[config.mk]
export PLATFORM = sky130hd
export DESIGN_NAME = zaxxon_rom_loader
export DESIGN_NICKNAME = d
export VERILOG_FILES = /design/src/rtl/zaxxon_rom_pkg.sv /design/src/rtl/zaxxon_rom_region_dec.sv /design/src/rtl/zaxxon_rom_loader.sv
export SDC_FILE = /design/constraint.sdc
export NUM_CORES = 1
export LEC_CHECK = 0
export BUFFER_PORTS_ARGS = -buffer_cell sky130_fd_sc_hd__buf_2
export CORE_MARGIN = 10
export CORE_UTILIZATION = 33
export CTS_CLUSTER_DIAMETER = 30
export CTS_CLUSTER_SIZE = 24
export DETAILED_ROUTE_END_ITERATION = 8
export GPL_ROUTABILITY_DRIVEN = 0
export GPL_TIMING_DRIVEN = 0
export SLEW_MARGIN = 10
export SYNTH_ARGS = -nofsm -noshare
export SYNTH_HDL_FRONTEND = slang
export SYNTH_SLANG_ARGS = --single-unit
[constraint.sdc]
create_clock -name clk_sys -period 5.75 [get_ports clk_sys]
set_input_delay 0.2875 -clock clk_sys [delete_from_list [all_inputs] [get_ports clk_sys]]
set_output_delay 0.2875 -clock clk_sys [all_outputs]
set_load 0.03 [all_outputs]
[src/rtl/zaxxon_rom_pkg.sv]
// zaxxon_rom_pkg
// Shared definitions for the zaxxon ROM loader: the memory-region table for
// the concatenated ROM image, the region and loader-state enumerations, and
// lookup helpers so the region map lives in exactly one place.
// No ports (package).
package zaxxon_rom_pkg;

  // Bit position of each region in the one-hot rom_we strobe.
  typedef enum logic [2:0] {
    RGN_CPU,
    RGN_CHAR,
    RGN_BG,
    RGN_SPR,
    RGN_MAP,
    RGN_PROM
  } region_e;

  localparam int NUM_REGIONS = 6;

  localparam logic [24:0] CPU_BASE  = 25'h00000;
  localparam logic [24:0] CPU_SIZE  = 25'h06000;
  localparam logic [24:0] CHAR_BASE = 25'h06000;
  localparam logic [24:0] CHAR_SIZE = 25'h01000;
  localparam logic [24:0] BG_BASE   = 25'h07000;
  localparam logic [24:0] BG_SIZE   = 25'h06000;
  localparam logic [24:0] SPR_BASE  = 25'h0D000;
  localparam logic [24:0] SPR_SIZE  = 25'h06000;
  localparam logic [24:0] MAP_BASE  = 25'h13000;
  localparam logic [24:0] MAP_SIZE  = 25'h08000;
  localparam logic [24:0] PROM_BASE = 25'h1B000;
  localparam logic [24:0] PROM_SIZE = 25'h00200;

  // End of the region map; the loader's expected image length must match.
  localparam logic [24:0] ROM_TOTAL = PROM_BASE + PROM_SIZE;

  typedef enum logic [2:0] {
    IDLE,
    LOAD,
    CHECK,
    DONE,
    ERROR
  } state_e;

  function automatic logic [24:0] region_base(input region_e r);
    case (r)
      RGN_CPU:  return CPU_BASE;
      RGN_CHAR: return CHAR_BASE;
      RGN_BG:   return BG_BASE;
      RGN_SPR:  return SPR_BASE;
      RGN_MAP:  return MAP_BASE;
      RGN_PROM: return PROM_BASE;
      default:  return 25'h0;
    endcase
  endfunction

  function automatic logic [24:0] region_size(input region_e r);
    case (r)
      RGN_CPU:  return CPU_SIZE;
      RGN_CHAR: return CHAR_SIZE;
      RGN_BG:   return BG_SIZE;
      RGN_SPR:  return SPR_SIZE;
      RGN_MAP:  return MAP_SIZE;
      RGN_PROM: return PROM_SIZE;
      default:  return 25'h0;
    endcase
  endfunction

endpackage

[src/rtl/zaxxon_rom_region_dec.sv]
// zaxxon_rom_region_dec
// Purely combinational decode of a byte address in the concatenated ROM image
// into the region it belongs to and the address local to that region.
// Ports:
//   addr       in  25  byte address within the image
//   region_oh  out 6   one-hot region (bit order follows region_e)
//   local_addr out 16  addr minus the region base
//   in_range   out 1   addr falls inside some region of the map
module zaxxon_rom_region_dec
  import zaxxon_rom_pkg::*;
(
  input  logic [24:0] addr,
  output logic [5:0]  region_oh,
  output logic [15:0] local_addr,
  output logic        in_range
);

  // Regions are disjoint, so at most one iteration matches.
  always_comb begin
    logic [24:0] base;
    logic [24:0] limit;
    region_oh  = '0;
    local_addr = '0;
    in_range   = 1'b0;
    base       = '0;
    limit      = '0;
    for (int i = 0; i < NUM_REGIONS; i++) begin
      base  = region_base(region_e'(3'(i)));
      limit = base + region_size(region_e'(3'(i)));
      if (addr >= base && addr < limit) begin
        region_oh[i] = 1'b1;
        local_addr   = 16'(addr - base);
        in_range     = 1'b1;
      end
    end
  end

endmodule

[src/rtl/zaxxon_rom_loader.sv]
// zaxxon_rom_loader
// Accepts the HPS ioctl download of the single concatenated zaxxon ROM image,
// splits it into per-region write strobes, and keeps the game core in reset
// until a complete, in-order, correctly sized image has been written.
// Ports:
//   clk_sys        in  1   system clock
//   reset          in  1   synchronous, active-high
//   ioctl_download in  1   download window active
//   ioctl_index    in  8   download target; only LOAD_INDEX is used
//   ioctl_wr       in  1   one-cycle byte strobe
//   ioctl_addr     in  25  byte address within the image
//   ioctl_dout     in  8   byte data
//   rom_we         out 6   one-hot region strobe {prom,map,spr,bg,char,cpu}
//   rom_addr       out 16  region-local address
//   rom_data       out 8   write data
//   core_hold      out 1   1 while no valid image is loaded
//   load_done      out 1   last image valid
//   load_error     out 1   last image invalid
//   byte_count     out 17  bytes accepted in the current or last load
//   checksum       out 16  sum of accepted bytes, mod 2^16
module zaxxon_rom_loader
  import zaxxon_rom_pkg::*;
#(
  parameter int unsigned TOTAL_BYTES = 32'h1B200,
  parameter logic [7:0]  LOAD_INDEX  = 8'd0
)(
  input  logic        clk_sys,
  input  logic        reset,
  input  logic        ioctl_download,
  input  logic [7:0]  ioctl_index,
  input  logic        ioctl_wr,
  input  logic [24:0] ioctl_addr,
  input  logic [7:0]  ioctl_dout,
  output logic [5:0]  rom_we,
  output logic [15:0] rom_addr,
  output logic [7:0]  rom_data,
  output logic        core_hold,
  output logic        load_done,
  output logic        load_error,
  output logic [16:0] byte_count,
  output logic [15:0] checksum
);

  state_e      state;
  state_e      state_next;
  logic        act;
  logic        act_q;
  logic        act_rise;
  logic        act_fall;
  logic        start_load;
  logic        take_byte;
  logic        ovf;
  logic        ooo;
  logic        addr_ovf;
  logic [5:0]  dec_region;
  logic [15:0] dec_local;
  logic        dec_in_range;

  zaxxon_rom_region_dec u_dec (
    .addr       (ioctl_addr),
    .region_oh  (dec_region),
    .local_addr (dec_local),
    .in_range   (dec_in_range)
  );

  assign act      = ioctl_download && (ioctl_index == LOAD_INDEX);
  assign act_rise = act && !act_q;
  assign act_fall = !act && act_q;
  assign addr_ovf = !dec_in_range || (ioctl_addr >= 25'(TOTAL_BYTES));

  always_ff @(posedge clk_sys) begin
    if (reset) begin
      state <= IDLE;
    end else begin
      state <= state_next;
    end
  end

  // A byte arriving on the same cycle that the download drops is still
  // taken, since take_byte does not depend on act while in LOAD.
  always_comb begin
    state_next = state;
    start_load = 1'b0;
    take_byte  = 1'b0;
    case (state)
      IDLE, DONE, ERROR: begin
        if (act_rise) begin
          state_next = LOAD;
          start_load = 1'b1;
        end
      end
      LOAD: begin
        take_byte = ioctl_wr;
        if (act_fall) begin
          state_next = CHECK;
        end
      end
      CHECK: begin
        if (byte_count == 17'(TOTAL_BYTES) && !ovf && !ooo) begin
          state_next = DONE;
        end else begin
          state_next = ERROR;
        end
      end
      default: state_next = IDLE;
    endcase
  end

  // Status flags are registered from state_next so they line up with the
  // state register rather than trailing it by a cycle.
  always_ff @(posedge clk_sys) begin
    if (reset) begin
      act_q      <= 1'b0;
      rom_we     <= '0;
      rom_addr   <= '0;
      rom_data   <= '0;
      core_hold  <= 1'b1;
      load_done  <= 1'b0;
      load_error <= 1'b0;
      byte_count <= '0;
      checksum   <= '0;
      ovf        <= 1'b0;
      ooo        <= 1'b0;
    end else begin
      act_q      <= act;
      rom_we     <= '0;
      core_hold  <= (state_next != DONE);
      load_done  <= (state_next == DONE);
      load_error <= (state_next == ERROR);
      if (start_load) begin
        byte_count <= '0;
        checksum   <= '0;
        ovf        <= 1'b0;
        ooo        <= 1'b0;
      end
      if (take_byte) begin
        if (addr_ovf) begin
          ovf <= 1'b1;
        end else begin
          if (ioctl_addr != 25'(byte_count)) begin
            ooo <= 1'b1;
          end
          rom_we     <= dec_region;
          rom_addr   <= dec_local;
          rom_data   <= ioctl_dout;
          byte_count <= byte_count + 17'd1;
          checksum   <= checksum + {8'h00, ioctl_dout};
        end
      end
    end
  end

endmodule

==> results.sh, run 1 <==
export IMPL_htreeDepth=3
export IMPL_drv_cap=0
export IMPL_hpwlAfterDp_um=11300
export IMPL_synthTopCellsByArea="dfxtp_1 35%, a21oi_1 6.3%, nand2_1 6.2%"
export IMPL_io_pins=111
export IMPL_synth_edf_count=0
export IMPL_finalMaxSlewViolations=0
export IMPL_nFillCells=1227
export IMPL_worstMarginPinSlew_ps=978
export IMPL_placeableCoreArea_um2=12200
export IMPL_clkLatencyLatePin_ps=340
export IMPL_avgViaCountPerCell=5.39
export IMPL_cts_buffers=9
export IMPL_worst_setup_path_start_kind="input port"
export IMPL_comb_power_share_pct=6.5
export IMPL_critPathRequiredTime_ps=5980
export IMPL_drt_pass1_iter_count=5
export IMPL_syn_num_nets=575
export IMPL_grt_use_total_pct=16.1
export IMPL_synth_most_common_cell="dfxtp_1"
export IMPL_power_density_nw_per_um2=228
export IMPL_tns_ps=0
export IMPL_p_sw_share_pct=22.6
export IMPL_critical_path_cell_chain="buf_2, clkbuf_1, inv_1, ha_1, a211oi_1, nor2_1, a32o_1, a31oi_1, buf_4, a21oi_4, buf_6, nand4_1, mux2_1"
export IMPL_yosys_area_share_adder_pct=5.86
export IMPL_switching_power_uw=269
export IMPL_ys_ff_latch=72
export IMPL_period_needed_ps=2920
export IMPL_nets=695
export IMPL_antenna_cells=0
export IMPL_clockPowerShare_pct=51.6
export IMPL_synth_compound_area_share_pct=17.8
export IMPL_finalCritPeriodShare_pct=50.7
export IMPL_synth_simple_area_share_pct=28.1
export IMPL_ant_nets=0
export IMPL_synth_main_ff_cell="dfxtp_1"
export IMPL_whs_ps=198
export IMPL_grt_pass1_wl_um=22900
export IMPL_place_port_buffers=109
export IMPL_drcViolationCount=0
export IMPL_cts_tree="yes"
export IMPL_synth_cell_types=64
export IMPL_finalSetupViolations=0
export IMPL_antenna_found_initial=0
export IMPL_rows=40
export IMPL_drtIter0Drc=343
export IMPL_clock_sinks=72
export IMPL_syn2layout_area_growth_pct=26.2
export IMPL_wirelength_um=14300
export IMPL_holdBufCountCts=0
export IMPL_critPathKind="in -> reg"
export IMPL_yosysTopAreaCellShare_pct=34.8
export IMPL_gr_total_overflow=0
export IMPL_path_buf_inv=5
export IMPL_dr_total_vias=4337
export IMPL_drive_gt1_share_pct=22.8
export IMPL_peakVddDrop_mv=0.144
export IMPL_die_height_um=132
export IMPL_end_kind="register"
export IMPL_synthCells=512
export IMPL_synth_mux_area_share_pct=0.786
export IMPL_synthXorXnorAreaFrac_pct=7.83
export IMPL_max_stage_delay_ps=360
export IMPL_p_leak_uw=0.00212
export IMPL_status="finished clean"
export IMPL_clk_pin_slew_ps=60
export IMPL_max_clock_path_buffers=2
export IMPL_grt_pass1_vias=4338
export IMPL_hold_class="in -> reg"
export IMPL_power_share_sequential_pct=42.0
export IMPL_die_x_um=132
export IMPL_synth_top_family_by_area="simple AND/OR/NAND/NOR gates"
export IMPL_async_flop_share_pct=0
export IMPL_pre_cts_slack_ps=2590
export IMPL_crit_family="buffers and inverters"
export IMPL_syn_area_per_cell_um2=8.08
export IMPL_yosys_warnings=0
export IMPL_start_util_pct=34.0
export IMPL_synthesis_area_um2=4140
export IMPL_fin_skew_ps=6.54
export IMPL_crit_arrival_ps=3140
export IMPL_post_cts_buffers=0
export IMPL_routedWlPerCell_um=17.8
export IMPL_critPathSlowestCell="a211oi_1"
export IMPL_yosys_top_cells_count="72 x dfxtp_1, 68 x nand2_1, 52 x a21oi_1"
export IMPL_timing_fmax_mhz=343
export IMPL_grt_max_degree=14
export IMPL_cts_resized=0
export IMPL_yosys_area_top_type="dfxtp_1"
export IMPL_yosysSeqAreaShare_pct=34.8
export IMPL_hold_violations=0
export IMPL_p_int_uw=920
export IMPL_die_area_um2=17400
export IMPL_p_total_uw=1190
export IMPL_rsz0062_at_grt="false"
export IMPL_worst_slack_ps=2830
export IMPL_path_max_fanout=10
export IMPL_final_core_util_pct=43.0
export IMPL_cts_root_buf="clkbuf_16"
export IMPL_relSlewSlack_pct=34.5
per-layer routing:
layer | part of all wire, % | global-route usage (%)
met5 | 0 | 0
met4 | 2.0 | 6.80
met3 | 7.7 | 5.03
met2 | 48 | 26.3
met1 | 42 | 18.8
registers in the layout, summed over array words and instances (netlist names):
name        count
load_error      1
ovf             1
checksum       16
rom_we          6
core_hold       1
byte_count     17
rom_data        8
ooo             1
rom_addr       16
load_done       1
state           3
act_q           1
stage by stage:
stage,instance area (um^2),std cells
after floorplan,4140,512
final,5220,805
after global routing,5220,805
after detailed placement,4890,789
after global placement,4890,789
after CTS,5220,805
cells by family after synthesis:
family / count (synthesis)
and+or+nand+nor: 224
AOI/OAI and AO/OA: 112
DFF: 72
buffers and inverters: 45
xor gates and xnor gates: 37
adders and majority gates: 19
muxes: 3
final cells by class:
cell class | instances | area [um^2] | area share [%]
clock inverters | 6 | 90.1 | 1.72
clock buffers | 10 | 239 | 4.57
plain buffers | 29 | 139 | 2.66
well taps | 168 | 210 | 4.02
repair buffers | 109 | 546 | 10.4
multi-input cells | 395 | 2500 | 47.8
flip-flops and latches | 72 | 1440 | 27.6
inverters | 16 | 60.1 | 1.15
power by group through the flow:
| stage | clock network [uW] | logic, uW | registers, uW |
|---|---|---|---|
| final | 613 | 77.0 | 499 |
| after CTS | 626 | 75.7 | 499 |
| after global routing | 647 | 84.3 | 499 |
| after detailed placement | 0 | 75.3 | 510 |
| after global placement | 0 | 74.2 | 510 |
| after floorplan | 0 | 39.1 | 510 |
cells in the final DEF, fill, tap and decap left out, drive strengths merged, types with 13 or more instances in the layout:
| cell type | Yosys | layout |
|---|---|---|
| nand3 | 22 | 22 |
| xor2 | 13 | 13 |
| inv | 16 | 17 |
| xnor2 | 24 | 24 |
| nand2 | 68 | 68 |
| clkbuf | 17 | 27 |
| a21oi | 53 | 53 |
| nor3 | 13 | 13 |
| buf | 12 | 121 |
| ha | 17 | 17 |
| nand4 | 15 | 15 |
| nor4 | 16 | 16 |
| dfxtp | 72 | 72 |
| nor2 | 35 | 35 |
tightest hold or removal path, delay by kind of cell:
family                 cells  cell delay [ps]
and+or+nand+nor            1               50
buffers and inverters      1              110
AOI/OAI and AO/OA          1               50
worst paths after layout:
kind	slack (ps)	cells past startpoint	start	end
setup reg to reg	3250	6	state[1]$_SDFF_PP0_	checksum[11]$_SDFF_PP0_
setup / recovery	2830	13	ioctl_addr[14]	byte_count[10]$_SDFF_PP0_
hold reg to reg	450	2	rom_addr[10]$_SDFFE_PP0P_	rom_addr[10]$_SDFFE_PP0P_
hold / removal	200	3	ioctl_dout[0]	rom_data[0]$_SDFFE_PP0P_
No activity file was read; power rests on OpenSTA's default activity.
==> inputs of run 2 (changes only) <==
Clock period 5.75 ns to 2.7 ns, I/O delays scaled along.
==> results.sh, run 2 (synthesized netlist as in run 1, its figures left out) <==
export IMPL_status="finished clean"
export IMPL_grt_pass1_vias=4338
export IMPL_path_buf_inv=1
export IMPL_max_stage_delay_ps=630
export IMPL_cts_resized=0
export IMPL_hpwlAfterDp_um=11300
export IMPL_placeableCoreArea_um2=12200
export IMPL_wirelength_um=14300
export IMPL_rsz0062_at_grt="false"
export IMPL_gr_total_overflow=0
export IMPL_path_max_fanout=8
export IMPL_rows=40
export IMPL_drv_cap=0
export IMPL_most_common_layout_cells="115 x buf_2, 72 x dfxtp_1, 68 x nand2_1"
export IMPL_cts_buffers=9
export IMPL_top_register="byte_count"
export IMPL_critPathKind="reg -> reg"
export IMPL_final_cells=804
export IMPL_fin_skew_ps=7.56
export IMPL_cts_tree="yes"
export IMPL_finalCritPeriodShare_pct=93.1
export IMPL_routedWlPerCell_um=17.8
export IMPL_syn2layout_area_growth_pct=26.1
export IMPL_timing_fmax_mhz=398
export IMPL_end_kind="register"
export IMPL_relSlewSlack_pct=34.7
export IMPL_clock_sinks=72
export IMPL_final_core_util_pct=42.9
export IMPL_hold_class="in -> reg"
export IMPL_holdPathStages=3
export IMPL_critical_path_cell_chain="nor4bb_1, nand2_1, a21o_1, buf_6, or4_1, a21oi_1"
export IMPL_pre_cts_slack_ps=-303
export IMPL_min_delay_start="ioctl_dout[0]"
export IMPL_critPathSlowestCell="nor4bb_1"
export IMPL_crit_family="simple AND/OR/NAND/NOR gates"
export IMPL_grt_use_total_pct=16.1
export IMPL_io_pins=111
export IMPL_start_util_pct=34.0
export IMPL_die_x_um=132
export IMPL_max_clock_path_buffers=2
export IMPL_place_inst=789
export IMPL_r2r_cells=6
export IMPL_cts_root_buf="clkbuf_16"
export IMPL_multiInputGateArea_um2=2500
export IMPL_finalMaxSlewViolations=0
export IMPL_top_layer="met4"
export IMPL_die_height_um=132
export IMPL_antenna_cells=0
export IMPL_period_needed_ps=2510
export IMPL_drive_gt1_share_pct=22.8
export IMPL_die_area_um2=17400
export IMPL_clk_pin_slew_ps=60
export IMPL_nets=694
export IMPL_tns_ps=0
export IMPL_p_leak_uw=0.00212
export IMPL_grt_pass1_wl_um=22900
export IMPL_seq_area_um2=1440
export IMPL_top_regs="byte_count: 17 flops, checksum: 16 flops, rom_addr: 16 flops"
export IMPL_drcViolationCount=0
export IMPL_dr_total_vias=4312
export IMPL_antenna_found_initial=0
export IMPL_drt_pass1_iter_count=6
export IMPL_peakVddDrop_mv=0.307
export IMPL_worst_slack_ps=186
export IMPL_holdPathEnd="rom_data[0]$_SDFFE_PP0P_"
export IMPL_critPathRequiredTime_ps=2970
export IMPL_worstMarginPinSlew_ps=975
export IMPL_r2r_end="checksum[11]$_SDFF_PP0_"
export IMPL_htreeDepth=3
export IMPL_reg2reg_from="state[1]$_SDFF_PP0_"
export IMPL_wl_met3_um=1050
export IMPL_hold_violations=0
export IMPL_power_density_nw_per_um2=485
export IMPL_drtIter0Drc=411
export IMPL_dr_wl_met2_um=6910
export IMPL_wl_met1_um=6050
export IMPL_avgViaCountPerCell=5.36
export IMPL_post_cts_buffers=0
export IMPL_rrSetupSlack_ps=190
export IMPL_crit_arrival_ps=2780
export IMPL_nFillCells=1226
export IMPL_finalSetupViolations=0
export IMPL_final_common_cell="buf_2"
export IMPL_grt_max_degree=14
export IMPL_largest_register_ffs=17
export IMPL_holdBufCountCts=0
export IMPL_whs_ps=44.1
export IMPL_clkLatencyLatePin_ps=340
export IMPL_ant_nets=0
export IMPL_worst_setup_path_start_kind="register"
export IMPL_place_port_buffers=109
[run 2: worst register-to-register path, delay by kind of cell (launching register included)]
family | cells | cell delay, ps
buffers and inverters | 1 | 140
AOI/OAI and AO/OA | 2 | 420
and+or+nand+nor | 3 | 1520
DFF | 1 | 370
[run 2: cell type report]
type | count | area share [%]
clock inverter | 6 | 1.73
sequential | 72 | 27.6
inverter | 16 | 1.15
clock buffer | 10 | 4.58
buffer | 28 | 2.59
multi-input combinational | 395 | 47.9
tap | 168 | 4.03
timing repair buffer | 109 | 10.5
[run 2: worst max path at each step]
stage	depth (start not counted)	slack [ps]	to	start
6_report	6	190	checksum[11]$_SDFF_PP0_	state[1]$_SDFF_PP0_
5_1_grt	9	9	rom_addr[14]$_SDFFE_PP0P_	ioctl_addr[14]
4_1_cts	13	30	byte_count[10]$_SDFF_PP0_	ioctl_addr[14]
3_5_place_dp	13	-300	byte_count[10]$_SDFF_PP0_	ioctl_addr[14]
3_3_place_gp	13	-290	byte_count[10]$_SDFF_PP0_	ioctl_addr[14]
2_1_floorplan	12	260	byte_count[10]$_SDFF_PP0_	ioctl_addr[14]
[run 2: per-stage QoR]
step | area (um^2) | total power, uW
after floorplan | 4140 | 1170
after global placement | 4890 | 1240
after detailed placement | 4890 | 1250
after CTS | 5220 | 2560
after global routing | 5220 | 2620
final | 5220 | 2530
[run 2: power breakdown]
group          switching (uW)  internal [uW]
Sequential             0.0781           1060
Combinational             103           59.5
Clock                     471            837
[run 2: metal layers]
layer	GRT usage, %	vias to the layer above
li1	-	2082
met1	18.8	2056
met2	26.3	149
met3	5.03	25
met4	6.80	0
met5	0	-
